File: config.mk
export PLATFORM = sky130hd
export DESIGN_NAME = mem_dbg_master_flat
export DESIGN_NICKNAME = d
export VERILOG_FILES = /design/src/rtl/mem_dbg_master_if.sv /design/src/rtl/mem_dbg_master.sv /design/src/flat_wrapper.sv
export SDC_FILE = /design/constraint.sdc
export NUM_CORES = 1
export LEC_CHECK = 0
export ABC_AREA = 0
export BUFFER_PORTS_ARGS = -buffer_cell sky130_fd_sc_hd__buf_2
export CORE_AREA = 4 4 180 147
export DETAILED_ROUTE_END_ITERATION = 16
export DIE_AREA = 0 0 184 151
export PLACE_DENSITY = 0.45
export SLEW_MARGIN = 20
export SYNTH_ARGS = -nofsm -noshare
export SYNTH_HDL_FRONTEND = slang
export SYNTH_SLANG_ARGS = --single-unit
File: constraint.sdc
create_clock -name clk_i -period 4.7 [get_ports clk_i]
set_input_delay 0.94 -clock clk_i [delete_from_list [all_inputs] [get_ports clk_i]]
set_output_delay 0.94 -clock clk_i [all_outputs]
set_load 0.02 [all_outputs]
File: src/rtl/mem_dbg_master_if.sv
// Debug command/response channel plus PicoRV32 native memory bus.
// The master modport is the debug bridge; the slave modport is the host and
// memory side of the same signals.
interface mem_dbg_master_if;
  logic        cmd_valid;
  logic        cmd_ready;
  logic        cmd_write;
  logic [1:0]  cmd_size;
  logic [31:0] cmd_addr;
  logic [31:0] cmd_wdata;
  logic        rsp_valid;
  logic        rsp_ready;
  logic [31:0] rsp_rdata;
  logic [1:0]  rsp_err;
  logic        mem_valid;
  logic        mem_instr;
  logic        mem_ready;
  logic [31:0] mem_addr;
  logic [31:0] mem_wdata;
  logic [3:0]  mem_wstrb;
  logic [31:0] mem_rdata;

  modport master (
    input  cmd_valid, cmd_write, cmd_size, cmd_addr, cmd_wdata, rsp_ready,
           mem_ready, mem_rdata,
    output cmd_ready, rsp_valid, rsp_rdata, rsp_err,
           mem_valid, mem_instr, mem_addr, mem_wdata, mem_wstrb
  );

  modport slave (
    output cmd_valid, cmd_write, cmd_size, cmd_addr, cmd_wdata, rsp_ready,
           mem_ready, mem_rdata,
    input  cmd_ready, rsp_valid, rsp_rdata, rsp_err,
           mem_valid, mem_instr, mem_addr, mem_wdata, mem_wstrb
  );
endinterface

File: src/rtl/mem_dbg_master.sv
// Debug memory bridge: one byte/half/word command at a time is turned into a
// single native-bus request. Misaligned or reserved-size commands answer with
// err=1 and never touch the bus; a request left unanswered for TIMEOUT_CYCLES
// is dropped with err=2 (TIMEOUT_CYCLES=0 waits forever).
//
//  state  | meaning
//  IDLE   | cmd_ready high, waiting for a command
//  BUS    | mem_valid high, waiting for mem_ready or timeout
//  RESP   | rsp_valid high, holding the response until rsp_ready
module mem_dbg_master #(
  parameter int TIMEOUT_CYCLES = 1024,
  parameter int CNT_W          = 16
) (
  input  logic             clk_i,
  input  logic             rst_i,
  mem_dbg_master_if.master bus
);

  typedef enum logic [1:0] {S_IDLE, S_BUS, S_RESP} state_e;

  localparam logic [CNT_W-1:0] CNT_LAST = CNT_W'(TIMEOUT_CYCLES - 1);

  state_e           state_q, state_d;
  logic             write_q, write_d;
  logic [1:0]       size_q, size_d;
  logic [31:0]      addr_q, addr_d;
  logic [31:0]      wdata_q, wdata_d;
  logic [31:0]      rdata_q, rdata_d;
  logic [1:0]       err_q, err_d;
  logic [CNT_W-1:0] cnt_q, cnt_d;

  logic        cmd_ready_w;
  logic        cmd_bad;
  logic        timeout_hit;
  logic [31:0] rd_shift;
  logic [31:0] rd_lane;
  logic [3:0]  strb;

  // cmd_ready is gated by reset so it is low while reset is held and high in
  // the very first cycle after release.
  assign cmd_ready_w = (state_q == S_IDLE) && !rst_i;

  assign cmd_bad = (bus.cmd_size == 2'd3) ||
                   ((bus.cmd_size == 2'd1) && bus.cmd_addr[0]) ||
                   ((bus.cmd_size == 2'd2) && (bus.cmd_addr[1:0] != 2'b00));

  assign timeout_hit = (TIMEOUT_CYCLES != 0) && (cnt_q == CNT_LAST);

  assign rd_shift = bus.mem_rdata >> {addr_q[1:0], 3'b000};
  assign rd_lane  = (size_q == 2'd0) ? {24'b0, rd_shift[7:0]}  :
                    (size_q == 2'd1) ? {16'b0, rd_shift[15:0]} : rd_shift;

  assign strb = (size_q == 2'd0) ? (4'b0001 << addr_q[1:0]) :
                (size_q == 2'd1) ? (4'b0011 << addr_q[1:0]) : 4'b1111;

  assign bus.cmd_ready = cmd_ready_w;
  assign bus.rsp_valid = (state_q == S_RESP);
  assign bus.rsp_rdata = rdata_q;
  assign bus.rsp_err   = err_q;
  assign bus.mem_valid = (state_q == S_BUS);
  assign bus.mem_instr = 1'b0;
  assign bus.mem_addr  = {addr_q[31:2], 2'b00};
  assign bus.mem_wstrb = ((state_q == S_BUS) && write_q) ? strb : 4'b0000;
  assign bus.mem_wdata = (size_q == 2'd0) ? {4{wdata_q[7:0]}}  :
                         (size_q == 2'd1) ? {2{wdata_q[15:0]}} : wdata_q;

  // Next-state and datapath update for the command/bus/response sequence.
  always_comb begin
    state_d = state_q;
    write_d = write_q;
    size_d  = size_q;
    addr_d  = addr_q;
    wdata_d = wdata_q;
    rdata_d = rdata_q;
    err_d   = err_q;
    cnt_d   = cnt_q;
    case (state_q)
      S_IDLE: begin
        if (bus.cmd_valid && cmd_ready_w) begin
          write_d = bus.cmd_write;
          size_d  = bus.cmd_size;
          addr_d  = bus.cmd_addr;
          wdata_d = bus.cmd_wdata;
          rdata_d = 32'b0;
          cnt_d   = '0;
          if (cmd_bad) begin
            err_d   = 2'd1;
            state_d = S_RESP;
          end else begin
            err_d   = 2'd0;
            state_d = S_BUS;
          end
        end
      end
      S_BUS: begin
        // mem_ready in the terminal-count cycle still completes normally.
        if (bus.mem_ready) begin
          rdata_d = write_q ? 32'b0 : rd_lane;
          err_d   = 2'd0;
          state_d = S_RESP;
        end else if (timeout_hit) begin
          rdata_d = 32'b0;
          err_d   = 2'd2;
          state_d = S_RESP;
        end else begin
          cnt_d = cnt_q + CNT_W'(1);
        end
      end
      S_RESP: begin
        if (bus.rsp_ready) state_d = S_IDLE;
      end
      default: state_d = S_IDLE;
    endcase
  end

  // State register; reset abandons any in-flight access.
  always_ff @(posedge clk_i or posedge rst_i) begin
    if (rst_i) state_q <= S_IDLE;
    else       state_q <= state_d;
  end

  // Latched command fields, response payload and timeout counter.
  always_ff @(posedge clk_i or posedge rst_i) begin
    if (rst_i) begin
      write_q <= 1'b0;
      size_q  <= 2'd0;
      addr_q  <= 32'b0;
      wdata_q <= 32'b0;
      rdata_q <= 32'b0;
      err_q   <= 2'd0;
      cnt_q   <= '0;
    end else begin
      write_q <= write_d;
      size_q  <= size_d;
      addr_q  <= addr_d;
      wdata_q <= wdata_d;
      rdata_q <= rdata_d;
      err_q   <= err_d;
      cnt_q   <= cnt_d;
    end
  end

endmodule

File: src/flat_wrapper.sv
// flat-port wrapper written by rule: the top's interface ports become plain ports
module mem_dbg_master_flat 
#(
  parameter int TIMEOUT_CYCLES = 1024,
  parameter int CNT_W          = 16
)
  (clk_i, rst_i, bus_cmd_valid, bus_cmd_write, bus_cmd_size, bus_cmd_addr, bus_cmd_wdata, bus_rsp_ready, bus_mem_ready, bus_mem_rdata, bus_cmd_ready, bus_rsp_valid, bus_rsp_rdata, bus_rsp_err, bus_mem_valid, bus_mem_instr, bus_mem_addr, bus_mem_wdata, bus_mem_wstrb);
  mem_dbg_master_if bus_i ();
  input  logic clk_i;
  input  logic rst_i;
  input wire logic [$bits(bus_i.cmd_valid)-1:0] bus_cmd_valid;
  input wire logic [$bits(bus_i.cmd_write)-1:0] bus_cmd_write;
  input wire logic [$bits(bus_i.cmd_size)-1:0] bus_cmd_size;
  input wire logic [$bits(bus_i.cmd_addr)-1:0] bus_cmd_addr;
  input wire logic [$bits(bus_i.cmd_wdata)-1:0] bus_cmd_wdata;
  input wire logic [$bits(bus_i.rsp_ready)-1:0] bus_rsp_ready;
  input wire logic [$bits(bus_i.mem_ready)-1:0] bus_mem_ready;
  input wire logic [$bits(bus_i.mem_rdata)-1:0] bus_mem_rdata;
  output wire logic [$bits(bus_i.cmd_ready)-1:0] bus_cmd_ready;
  output wire logic [$bits(bus_i.rsp_valid)-1:0] bus_rsp_valid;
  output wire logic [$bits(bus_i.rsp_rdata)-1:0] bus_rsp_rdata;
  output wire logic [$bits(bus_i.rsp_err)-1:0] bus_rsp_err;
  output wire logic [$bits(bus_i.mem_valid)-1:0] bus_mem_valid;
  output wire logic [$bits(bus_i.mem_instr)-1:0] bus_mem_instr;
  output wire logic [$bits(bus_i.mem_addr)-1:0] bus_mem_addr;
  output wire logic [$bits(bus_i.mem_wdata)-1:0] bus_mem_wdata;
  output wire logic [$bits(bus_i.mem_wstrb)-1:0] bus_mem_wstrb;
  assign bus_i.cmd_valid = bus_cmd_valid;
  assign bus_i.cmd_write = bus_cmd_write;
  assign bus_i.cmd_size = bus_cmd_size;
  assign bus_i.cmd_addr = bus_cmd_addr;
  assign bus_i.cmd_wdata = bus_cmd_wdata;
  assign bus_i.rsp_ready = bus_rsp_ready;
  assign bus_i.mem_ready = bus_mem_ready;
  assign bus_i.mem_rdata = bus_mem_rdata;
  assign bus_cmd_ready = bus_i.cmd_ready;
  assign bus_rsp_valid = bus_i.rsp_valid;
  assign bus_rsp_rdata = bus_i.rsp_rdata;
  assign bus_rsp_err = bus_i.rsp_err;
  assign bus_mem_valid = bus_i.mem_valid;
  assign bus_mem_instr = bus_i.mem_instr;
  assign bus_mem_addr = bus_i.mem_addr;
  assign bus_mem_wdata = bus_i.mem_wdata;
  assign bus_mem_wstrb = bus_i.mem_wstrb;
  mem_dbg_master #(.TIMEOUT_CYCLES(TIMEOUT_CYCLES), .CNT_W(CNT_W)) u_core (.clk_i(clk_i), .rst_i(rst_i), .bus(bus_i));
endmodule
Yosys cells after proc, flatten, opt, wreduce, memory -nomap -nowiden
Cells that the tools add are included.

Flip-flop bits (word level): 119. Latch bits: 0. Memory bits (writable): 0. Memory bits (read-only): 0. Input bits: 104. Output and inout bits: 106. Logic and storage cells: 66. Memories: 0.

Add/subtract/negate cells: 1. Multiply operators: 0. Div/mod/pow operators: 0. $lt $le $gt $ge: 0. Equality and inequality tests: 12. Shift operators: 3. Multiplexer cells: 26. Bitwise logic cells: 0. Reductions and logical operators: 16.

Operators by type and width (count): 32-bit two-way mux (8); 32-bit one-hot mux with 2 select lines (1); 16-bit two-way mux (3); 16-bit one-hot mux with 2 select lines (1); 32-bit by 5-bit >> shifter with 32-bit output (1); 16-bit by 1-bit adder with 16-bit output (second input constant) (1); 16-bit by 10-bit equality test with 1-bit output (second input constant) (1); 2-bit two-way mux (7); 4-bit two-way mux (3); 2-bit inequality test (second input constant) (4); 2-bit by 1-bit equality test with 1-bit output (second input constant) (3); 2-bit equality test (second input constant) (3); 2-bit one-hot mux with 3 select lines (1); 3-bit AND reduction (2); 1-bit logical AND (5); 2-bit logical NOT (2); 2-bit one-hot mux with 2 select lines (1); 4-bit AND reduction (1); 2-bit nonzero test (2); 1-bit by 2-bit << shifter with 4-bit output (first input constant) (1); 2-bit by 2-bit << shifter with 4-bit output (first input constant) (1); 3-bit by 2-bit inequality test with 1-bit output (second input constant) (1); 1-bit logical OR (2); 2-bit AND reduction (1); other kinds (2) (2).

Depth between registers and ports, before layout
Gate-level depths: netlist (run 1).

Depth in word-level cells: 7. Gate-level depth with buffers: 8. Mapped depth without buffers: 6.

Worst setup path before layout (run 1)
Ideal clock, no wire load.

Path type: reg-to-output. Start point: register u_core.state_q[1]. End point: output bus_mem_wstrb[0]. Data arrival time: 1.584 ns. Data required time: 3.760 ns. Path slack: 2.176 ns. Stages on the path, launching flop included: 6. Path buffers: 1. Cells stage by stage: dfrtp_1 > nand2b_2 > inv_2 > clkbuf_1 > nand2_1 > nor2_1.

Longest elaborated chain between the ends: 3.

Ends and longest elaborated chain: start, declared (RTL line mem_dbg_master.sv:23) `state_e state_q, state_d;`; start signal, assigned (RTL line mem_dbg_master.sv:119) `else state_q <= state_d;`; 2-bit by 1-bit equality test with 1-bit output; via bus_mem_valid (RTL line flat_wrapper.sv:23) `output wire logic [$bits(bus_i.mem_valid)-1:0] bus_mem_valid;`; 1-bit logical AND (RTL line mem_dbg_master.sv:63) `assign bus.mem_wstrb = ((state_q == S_BUS) && write_q) ? strb : 4'b0000;`; 4-bit two-way mux (RTL line mem_dbg_master.sv:63); end, declared (RTL line flat_wrapper.sv:27) `output wire logic [$bits(bus_i.mem_wstrb)-1:0] bus_mem_wstrb;`.

The timed path passes the listed nets, and every way through them passes these cells.

Worst setup path in the final report (run 1)
Start point: register u_core.addr_q[0]. End point: output bus_mem_wstrb[2].

Longest elaborated chain between the ends: 4. Elaborated cells between the ends (all ways): 5. Those cells by class: shift: 2; mux: 3.

Ends and longest elaborated chain: start, declared (RTL line mem_dbg_master.sv:26) `logic [31:0] addr_q, addr_d;`; start signal, assigned (RTL line mem_dbg_master.sv:135) `addr_q <= addr_d;`; 2-bit by 2-bit << shifter with 4-bit output (RTL line mem_dbg_master.sv:54) `(size_q == 2'd1) ? (4'b0011 << addr_q[1:0]) : 4'b1111;`; 4-bit two-way mux (RTL line mem_dbg_master.sv:54); 4-bit two-way mux (*) (RTL line mem_dbg_master.sv:53) `assign strb = (size_q == 2'd0) ? (4'b0001 << addr_q[1:0]) :`; 4-bit two-way mux (*) (RTL line mem_dbg_master.sv:63).

Every way passes the cells marked *; elsewhere a longest branch is shown, timed or not.

==> results.py, run 1 <==
metrics = {
    "setup_path": {
        "worstSetupStartpointType": "flop",
        "critPathRequiredTime_ns": 3.76,
        "end_kind": "output port",
        "path_max_fanout": 29,
        "critPathKind": "reg2out",
        "cp.arrival_ns": 2.36,
        "r2r_start": "u_core.state_q[1]$_DFFE_PP0P_",
        "r2r_end": "u_core.bus.rsp_rdata[28]$_DFFE_PP0P_",
        "reg2reg_setup_slack_ns": 2.27,
        "reg2reg_depth": 6,
    },
    "power_and_ir_drop": {
        "p_leak_nw": 3.716,
        "peakVddDrop_mv": 0.2166,
        "powerDensity_nw_per_um2": 564.8,
    },
    "final_layout": {
        "syn_to_final_growth_pct": 27.56,
        "n_antenna_cell": 0,
        "fin_area_um2": 7754,
        "final_nets": 797,
        "fillCellCount": 2625,
        "drive_above_1_share": 0.4786,
        "final_util": 0.3120,
    },
    "logic_synthesis": {
        "synth_edf_count": 0,
        "seq_area_frac_synth": 0.4899,
        "syn-cell-area_um2": 6078,
        "synth_cells": 524,
        "ys_async_sr_fraction": 1.000,
        "synth.avg_cell_area_um2": 11.60,
        "synth-seq-cells": 119,
        "synth.distinct_cells": 62,
        "yosys_warnings": 0,
        "synth-main-ff-cell": "dfrtp_1",
    },
    "die": {
        "io-pin-count": 210,
        "initial_utilization": 0.2446,
        "placementRows": 52,
        "die-width_um": 184,
        "core-area_um2": 24850,
        "die-area_um2": 27780,
        "die_h_um": 151,
    },
    "placed_design": {
        "portBuffers": 206,
        "place_area_um2": 7153,
        "hpwl_um": 12750,
        "post-place-ws_ns": 1.743,
        "routabilityCongestion": 0.7286,
    },
    "sta": {
        "final_hold_viol_count": 0,
        "drv_slew": 0,
        "max_slew_margin": 0.3686,
        "whs_ns": 0.4848,
        "fin_crit_ns": 3.295,
        "setup-violations-final": 0,
        "fin_ws_ns": 1.405,
        "tightest_slew_ns": 0.9436,
        "fmax_mhz": 303.5,
        "setup-tns-final_ns": 0,
        "rsz0062_at_grt": "false",
        "skew_ns": 0.01427,
        "fin_crit_sh": 0.7011,
    },
    "routing": {
        "wl_per_cell_um": 17.60,
        "via_count": 4649,
        "drcViolationCount": 0,
        "drt_iter0_drc": 189,
        "avgViaCountPerCell": 4.540,
        "firstDrtPassIters": 4,
        "met3_length_um": 1532,
        "postRouteAntennaNets": 0,
        "wl_met2_um": 7932,
        "drt-total-wl_um": 18030,
        "highest_layer": "met5",
        "met1_length_um": 8379,
    },
    "status": {
        "status": "finished clean",
    },
    "cts": {
        "post_cts_buffers": 0,
        "clock_sinks": 119,
        "cts_hold_buffers": 0,
        "htree_levels": 4,
        "numCtsBuffers": 17,
        "cts_resized": 0,
        "cts_tree": "done",
        "clk_pin_slew_worst_paths_ns": 0.06,
        "root_buffer": "clkbuf_16",
        "insertion_delay_ns": 0.41,
        "clk_path_buf_depth": 2,
    },
    "global_route": {
        "grt_usage": 0.1309,
        "grt_pass1_wl_um": 28430,
        "antenna_found_initial": 3,
        "globalRoute.totalOverflow": 0,
        "grt_max_degree": 72,
        "grt_pass1_vias": 4919,
    },
    "hold_path": {
        "hold_start": "u_core.bus.rsp_err[0]$_DFFE_PP0P_",
        "whs_endpoint": "u_core.bus.rsp_err[0]$_DFFE_PP0P_",
        "hold_path.class": "reg2reg",
        "hold_depth": 1,
    },
    "flow_run": {
        "drv_cap": 0,
    },
}
[layout by cell type, fill, tap and decap left out, drive strengths merged, types with 3 or more instances in the layout]
| cell | n |
|---|---|
| clkinvlp | 6 |
| a21oi | 12 |
| nand4 | 3 |
| a211oi | 3 |
| mux2i | 33 |
| nand3 | 9 |
| a32o | 8 |
| mux2 | 81 |
| nor2 | 10 |
| inv | 11 |
| o22a | 5 |
| nor2b | 6 |
| and3 | 6 |
| clkbuf | 17 |
| clkinv | 3 |
| nand2 | 45 |
| a21o | 5 |
| ha | 5 |
| bufinv | 3 |
| dfrtp | 119 |
| buf | 216 |
| nand2b | 6 |
| conb | 3 |
| o21ai | 24 |
| o2bb2ai | 8 |
| a22o | 16 |
[logic make-up (layout without fill, tap and decap cells)]
group,count (synthesis),count (layout),synth area share
simple gates,102,102,0.08872
compound gates,101,101,0.1245
flops,119,119,0.4899
fa+ha+maj,5,5,0.01029
other cells,1,3,0.0006169
mux,114,114,0.2044
buf+inv,82,256,0.08151
[area by class of cell]
| cell class | count | area (µm²) | share of cell area |
|---|---|---|---|
| Inverter | 9 | 36.28 | 0.004680 |
| Tap cell | 324 | 405.4 | 0.05228 |
| Clock buffer | 17 | 425.4 | 0.05487 |
| Timing Repair Buffer | 216 | 1106 | 0.1426 |
| Multi-Input combinational cell | 325 | 2628 | 0.3389 |
| Sequential cell | 119 | 2978 | 0.3841 |
| Clock inverter | 14 | 175.2 | 0.02259 |
[critical path, cell delays in order, from the launching register on]
cell and delay (ns):
dfrtp_1 0.32, buf_4 0.32, clkinv_1 0.40, ha_1 0.33
nor2b_1 0.12, a211oi_1 0.22, nor2_1 0.07, buf_2 0.16
[synth_stat cells, drive strengths merged, types with 3 or more instances]
| cell type | number | area, µm² |
|---|---|---|
| a211oi | 3 | 22.52 |
| a21o | 5 | 37.54 |
| a21oi | 12 | 60.06 |
| a22o | 16 | 140.1 |
| a32o | 8 | 80.08 |
| and3 | 6 | 37.54 |
| buf | 61 | 416.7 |
| clkbuf | 12 | 45.04 |
| dfrtp | 119 | 2978 |
| ha | 5 | 62.56 |
| inv | 8 | 30.03 |
| mux2 | 81 | 912.1 |
| mux2i | 33 | 330.3 |
| nand2 | 45 | 168.9 |
| nand2b | 6 | 40.04 |
| nand3 | 9 | 50.05 |
| nand4 | 3 | 18.77 |
| nor2 | 10 | 40.04 |
| nor2b | 6 | 37.54 |
| o21ai | 24 | 120.1 |
| o22a | 5 | 43.79 |
| o2bb2ai | 8 | 70.07 |
[metrics by stage]
step / power (mW) / std cells
3_3_place_gp: 3.073 / 993
3_5_place_dp: 3.076 / 993
4_1_cts: 4.470 / 1024
5_1_grt: 4.666 / 1024
2_1_floorplan: 2.693 / 526
6_report: 4.379 / 1024
[power by group]
group	switching (mW)	internal, mW	total [mW]
combinational	0.925	0.641	1.57
sequential	0.177	1.28	1.46
clock	0.519	0.835	1.35
total	1.62	2.76	4.38
[registers in the layout, indices dropped and copies added, names as in the netlist]
register              flops
u_core.wdata_q           32
u_core.size_q             2
u_core.state_q            2
u_core.addr_q            32
u_core.bus.rsp_rdata     32
u_core.bus.rsp_err        2
u_core.cnt_q             16
u_core.write_q            1
[how the worst max path moves through the flow]
stage | from | to | slack, ns | depth (start not counted)
floorplan | rst_i | u_core.addr_q[0]$_DFFE_PP0P_ | 0.60 | 1
global placement | u_core.addr_q[0]$_DFFE_PP0P_ | bus_mem_wstrb[2] | 1.82 | 7
detailed placement | u_core.size_q[1]$_DFFE_PP0P_ | bus_mem_wdata[11] | 1.74 | 4
CTS | u_core.size_q[1]$_DFFE_PP0P_ | bus_mem_wdata[11] | 1.30 | 4
global route | u_core.addr_q[0]$_DFFE_PP0P_ | bus_mem_wstrb[2] | 1.13 | 7
finish | u_core.addr_q[0]$_DFFE_PP0P_ | bus_mem_wstrb[2] | 1.40 | 7
[metal layers]
metal,track usage,vias to the layer above
met1,0.1803,2280
met3,0.04922,16
met4,0.03178,6
met5,0,-
met2,0.1953,162
li1,-,2185
Power figures use the tool's default switching activity.
==> run 2, diff against run 1 <==
--- a/config.mk
+++ b/config.mk
@@ -10,7 +10,7 @@
 export CORE_AREA = 4 4 180 147
 export DETAILED_ROUTE_END_ITERATION = 16
 export DIE_AREA = 0 0 184 151
-export PLACE_DENSITY = 0.45
+export PLACE_DENSITY = 0.47
 export SLEW_MARGIN = 20
 export SYNTH_ARGS = -nofsm -noshare
 export SYNTH_HDL_FRONTEND = slang
==> constraint.sdc (replaced) <==
create_clock -name clk_i -period 2.9 [get_ports clk_i]
set_input_delay 0.58 -clock clk_i [delete_from_list [all_inputs] [get_ports clk_i]]
set_output_delay 0.58 -clock clk_i [all_outputs]
set_load 0.02 [all_outputs]
==> run 2 against run 1 <==
Sequential share of layout area fell by 0.28 points. Critical path type unchanged. Combinational power rose by 62%. Wire length fell by 1.7%. Core utilization rose by 0.23 points. Flip-flop and latch count did not move. Sequential power rose by 64%. Critical path depth fell by 2. Setup slack got worse by 1.1 ns.
==> results.py, run 2 (same netlist as run 1, synthesis figures left out) <==
metrics = {
    "status": {
        "status": "finished clean",
    },
    "power_and_ir_drop": {
        "p_leak_nw": 3.757,
        "clkPwrFrac": 0.295,
        "power_mw": 6.999,
        "peakVddDrop_mv": 0.4089,
        "power.net_switching_mw": 2.658,
        "intPower_mw": 4.341,
        "switching_share": 0.3798,
        "pwr-share-seq": 0.342,
        "powerDensity_nw_per_um2": 896.0,
        "combinationalPowerShare": 0.362,
    },
    "cts": {
        "insertion_delay_ns": 0.41,
        "htree_levels": 4,
        "clock_sinks": 119,
        "cts_tree": "done",
        "numCtsBuffers": 17,
        "cts_hold_buffers": 0,
        "post_cts_buffers": 0,
        "cts_resized": 0,
        "root_buffer": "clkbuf_16",
        "clk_path_buf_depth": 2,
        "clk_pin_slew_worst_paths_ns": 0.06,
    },
    "die": {
        "die-area_um2": 27780,
        "initial_utilization": 0.2446,
        "die_h_um": 151,
        "die-width_um": 184,
        "core-area_um2": 24850,
        "io-pin-count": 210,
        "placementRows": 52,
    },
    "final_layout": {
        "n_antenna_cell": 0,
        "mostFrequentLayoutCells": "buf_2, dfrtp_1, mux2_2",
        "syn_to_final_growth_pct": 28.51,
        "fillCellCount": 2590,
        "drive_above_1_share": 0.4830,
        "fin_cells": 1030,
        "final_common_cell": "buf_2",
        "ff_latch_area_um2": 2978,
        "multi_input_area_um2": 2628,
        "final_nets": 802,
        "final_util": 0.3143,
    },
    "setup_path": {
        "path_max_fanout": 17,
        "critPathRequiredTime_ns": 2.32,
        "crit_buf_inv": 2,
        "end_kind": "output port",
        "slowest_stage": "dfrtp_1",
        "critPathTopFamily": "simple AND/OR/NAND/NOR gates",
        "max_stage_delay_ns": 0.51,
        "cp.arrival_ns": 2.03,
        "critPathKind": "reg2out",
        "path_cells": "nand2b_2, inv_2, nand2_1, nor2_1, buf_2",
        "worstSetupStartpointType": "flop",
    },
    "global_route": {
        "use_met2": 0.1907,
        "grt_busiest_layer": "met2",
        "globalRoute.totalOverflow": 0,
        "grt_pass1_vias": 4841,
        "grt_usage": 0.1275,
        "met1_usage": 0.1734,
        "antenna_found_initial": 3,
        "grt.met3_usage": 0.04994,
        "grt_max_degree": 120,
        "grt_pass1_wl_um": 27860,
    },
    "sta": {
        "setup-tns-final_ns": 0,
        "max_slew_margin": 0.5020,
        "whs_ns": 0.3829,
        "drv_slew": 0,
        "fmax_mhz": 383.3,
        "rsz0062_at_grt": "false",
        "skew_ns": 0.01264,
        "setup-violations-final": 0,
        "tightest_slew_ns": 0.7439,
        "fin_crit_sh": 0.8997,
        "fin_crit_ns": 2.609,
        "final_hold_viol_count": 0,
    },
    "placed_design": {
        "routabilityCongestion": 0.7567,
        "portBuffers": 206,
        "hpwl_um": 12770,
        "dp_cells": 998,
    },
    "routing": {
        "drt_iter0_drc": 241,
        "via_count": 4639,
        "firstDrtPassIters": 4,
        "postRouteAntennaNets": 0,
        "wl_per_cell_um": 17.21,
        "drt-total-wl_um": 17720,
        "avgViaCountPerCell": 4.504,
        "drcViolationCount": 0,
    },
    "hold_path": {
        "hold_path.class": "in2reg",
    },
    "flow_run": {
        "drv_cap": 0,
    },
}
run 2: cell types whose count changed in the layout (fill, tap and decap cells not counted):
| cell | change |
|---|---|
| buf_12 | +4 |
| buf_4 | +1 |
| bufinv_16 | -2 |
| clkinv_2 | +2 |
| clkinv_4 | +2 |
| clkinvlp_4 | -3 |
| inv_4 | -1 |
| inv_6 | +1 |
| inv_8 | +2 |
run 2: metrics by stage:
stage / instance area (µm²) / setup slack, ns
finish: 7811 / 0.2909
global placement: 7242 / 0.6491
floorplan: 6090 / 0.7355
detailed placement: 7242 / 0.6068
CTS: 7811 / 0.2312
global route: 7811 / 0.08575
run 2: area by class of cell:
class,count,area share
repair buffers,221,0.1528
clock inverters,15,0.01842
flip-flops and latches,119,0.3812
clock buffers,17,0.05446
multi-input cells,325,0.3364
well taps,324,0.05190
inverters,9,0.004805
run 2: worst paths after layout:
kind / startpoint / end / slack (ns) / cells after the start
max in group asynchronous: rst_i / u_core.wdata_q[13]$_DFFE_PP0P_ / 1.97 / 3
worst max register to register: u_core.state_q[1]$_DFFE_PP0P_ / u_core.bus.rsp_rdata[8]$_DFFE_PP0P_ / 0.55 / 6
worst min register to register: u_core.bus.rsp_rdata[18]$_DFFE_PP0P_ / u_core.bus.rsp_rdata[18]$_DFFE_PP0P_ / 0.49 / 1
worst max-delay path: u_core.state_q[1]$_DFFE_PP0P_ / bus_mem_wstrb[0] / 0.29 / 5
min in group asynchronous: rst_i / u_core.bus.rsp_rdata[17]$_DFFE_PP0P_ / 0.39 / 3
worst min-delay path: bus_cmd_wdata[6] / u_core.wdata_q[6]$_DFFE_PP0P_ / 0.38 / 2
run 2: power groups by stage:
stage               logic, mW  clock network (mW)  registers [mW]
global placement         2.59                   0            2.42
finish                   2.54                2.07            2.40
global route             2.77                2.22            2.47
floorplan                2.01                   0            2.36
CTS                      2.59                2.15            2.40
detailed placement       2.59                   0            2.42
run 2: per-layer routing:
layer	vias up	wire length (µm)	share of wire
li1	2215	-	-
met1	2237	8333	0.47
met2	163	7777	0.44
met3	18	1418	0.080
met4	6	159	0.0090
met5	-	34	0.0019
==> run 3, diff against run 2 <==
--- a/config.mk
+++ b/config.mk
@@ -8,6 +8,7 @@
 export ABC_AREA = 0
 export BUFFER_PORTS_ARGS = -buffer_cell sky130_fd_sc_hd__buf_2
 export CORE_AREA = 4 4 180 147
+export CTS_CLUSTER_DIAMETER = 150
 export DETAILED_ROUTE_END_ITERATION = 16
 export DIE_AREA = 0 0 184 151
 export PLACE_DENSITY = 0.47
==> constraint.sdc (replaced) <==
create_clock -name clk_i -period 2.9 [get_ports clk_i]
set_input_delay 0.58 -clock clk_i [delete_from_list [all_inputs] [get_ports clk_i]]
set_output_delay 0.58 -clock clk_i [all_outputs]
set_load 0.1 [all_outputs]
==> run 3 against run 2 <==
Sequential share of layout area is 0.96 points lower. Global-route usage decreased by 0.25 points. Clock power grew 7%. Non-clock buffer count increased by 2. Final area grew 2.6%. Flip-flop and latch count stayed put. Cell count grew 0.19%. Setup slack got worse by 0.076 ns. Wire length decreased by 1.6%. Die area is the same. Largest cell class unchanged. Largest power group unchanged. Highest routed layer unchanged.
==> results.py, run 3 (same netlist as run 1, synthesis figures left out) <==
metrics = {
    "power_and_ir_drop": {
        "peakVddDrop_mv": 1.190,
        "clkPwrFrac": 0.215,
        "power.net_switching_mw": 5.533,
        "power_mw": 10.28,
        "intPower_mw": 4.746,
        "switching_share": 0.5383,
        "powerDensity_nw_per_um2": 1283,
        "p_leak_nw": 3.820,
        "pwr-share-seq": 0.231,
        "combinationalPowerShare": 0.554,
    },
    "placed_design": {
        "post-place-ws_ns": 0.6134,
        "place_area_um2": 7401,
        "hpwl_um": 12710,
        "portBuffers": 206,
        "routabilityCongestion": 0.7719,
    },
    "cts": {
        "cts_tree": "done",
        "cts_hold_buffers": 0,
        "clock_sinks": 119,
        "numCtsBuffers": 17,
        "root_buffer": "clkbuf_16",
        "insertion_delay_ns": 0.41,
        "clk_pin_slew_worst_paths_ns": 0.06,
        "clk_path_buf_depth": 2,
        "post_cts_buffers": 0,
        "cts_resized": 0,
        "htree_levels": 4,
    },
    "status": {
        "status": "finished clean",
    },
    "flow_run": {
        "drv_cap": 0,
    },
    "routing": {
        "drcViolationCount": 0,
        "drt-total-wl_um": 17450,
        "firstDrtPassIters": 4,
        "wl_per_cell_um": 16.91,
        "drt_iter0_drc": 298,
        "postRouteAntennaNets": 0,
        "via_count": 4698,
        "avgViaCountPerCell": 4.552,
    },
    "sta": {
        "fmax_mhz": 372.4,
        "final_hold_viol_count": 0,
        "fin_crit_sh": 0.9260,
        "rsz0062_at_grt": "false",
        "skew_ns": 0.01665,
        "setup-violations-final": 0,
        "whs_ns": 0.3087,
        "drv_slew": 0,
        "fin_ws_ns": 0.2147,
        "max_slew_margin": 0.5029,
        "tightest_slew_ns": 0.7456,
        "fin_crit_ns": 2.685,
    },
    "final_layout": {
        "n_antenna_cell": 0,
        "syn_to_final_growth_pct": 31.84,
        "final_nets": 804,
        "final_util": 0.3224,
        "mostFrequentLayoutCells": "buf_2, dfrtp_1, mux2_2",
        "fin_area_um2": 8014,
        "final_common_cell": "buf_2",
        "drive_above_1_share": 0.4915,
    },
    "die": {
        "die-area_um2": 27780,
        "core-area_um2": 24850,
        "io-pin-count": 210,
        "initial_utilization": 0.2446,
        "die-width_um": 184,
        "die_h_um": 151,
        "placementRows": 52,
    },
    "global_route": {
        "grt_usage": 0.1250,
        "grt_pass1_vias": 4834,
        "globalRoute.totalOverflow": 0,
        "grt_pass1_wl_um": 27220,
        "grt_max_degree": 72,
        "antenna_found_initial": 2,
    },
    "hold_path": {
        "hold_path.class": "in2async",
    },
    "setup_path": {
        "cp-startpoint": "u_core.state_q[0]$_DFFE_PP0P_",
        "r2r_start": "u_core.state_q[0]$_DFFE_PP0P_",
        "cp.arrival_ns": 2.11,
        "critPathRequiredTime_ns": 2.32,
        "end_kind": "output port",
        "critPathKind": "reg2out",
        "crit_path_end": "bus_mem_wstrb[0]",
        "reg2reg_depth": 7,
        "worstSetupStartpointType": "flop",
        "r2r_end": "u_core.bus.rsp_rdata[29]$_DFFE_PP0P_",
        "path_max_fanout": 10,
        "reg2reg_setup_slack_ns": 0.63,
    },
}
## run 3: cell type report
cell class                 instances  area [µm²]
tap                              324       405.4
clock inverter                    13       170.2
timing repair buffer             223        1319
multi-input combinational        325        2661
clock buffer                      19       442.9
inverter                           9       37.54
sequential                       119        2978
fill                            2572       16840
## run 3: per-stage QoR
step                TNS (ns)  std cells
floorplan            -0.6901        526
finish                     0       1032
CTS                        0       1032
detailed placement         0       1000
global route               0       1032
global placement           0       1000
## run 3: routing by layer
metal | part of all wire | global-route usage | vias up
met5 | 0.0015 | 0 | -
met4 | 0.0071 | 0.02328 | 4
met3 | 0.097 | 0.05426 | 12
met2 | 0.45 | 0.1955 | 189
met1 | 0.45 | 0.1630 | 2278
li1 | - | - | 2215
## run 3: power by group through the flow
stage          Combinational [mW]  Clock, mW  Sequential, mW
2_1_floorplan                4.60          0            2.67
3_3_place_gp                 5.75          0            2.40
3_5_place_dp                 5.75          0            2.40
4_1_cts                      5.75       2.29            2.38
5_1_grt                      5.94       2.37            2.45
6_report                     5.70       2.21            2.37
## run 3: worst min path at each step
stage / slack [ns] / start / end
3_3_place_gp: 0.47 / u_core.addr_q[17]$_DFFE_PP0P_ / u_core.addr_q[17]$_DFFE_PP0P_
6_report: 0.31 / rst_i / u_core.bus.rsp_err[1]$_DFFE_PP0P_
4_1_cts: 0.33 / rst_i / u_core.bus.rsp_err[1]$_DFFE_PP0P_
2_1_floorplan: 0.46 / u_core.wdata_q[27]$_DFFE_PP0P_ / u_core.wdata_q[27]$_DFFE_PP0P_
3_5_place_dp: 0.47 / u_core.addr_q[17]$_DFFE_PP0P_ / u_core.addr_q[17]$_DFFE_PP0P_
5_1_grt: 0.35 / rst_i / u_core.bus.rsp_err[1]$_DFFE_PP0P_
## run 3: critical path, cell delays in order, from the launching register on
cell and delay, ns:
dfrtp_1 0.56, nand2b_2 0.20, inv_2 0.09, nand2_1 0.23, nor2_2 0.18, buf_2 0.43
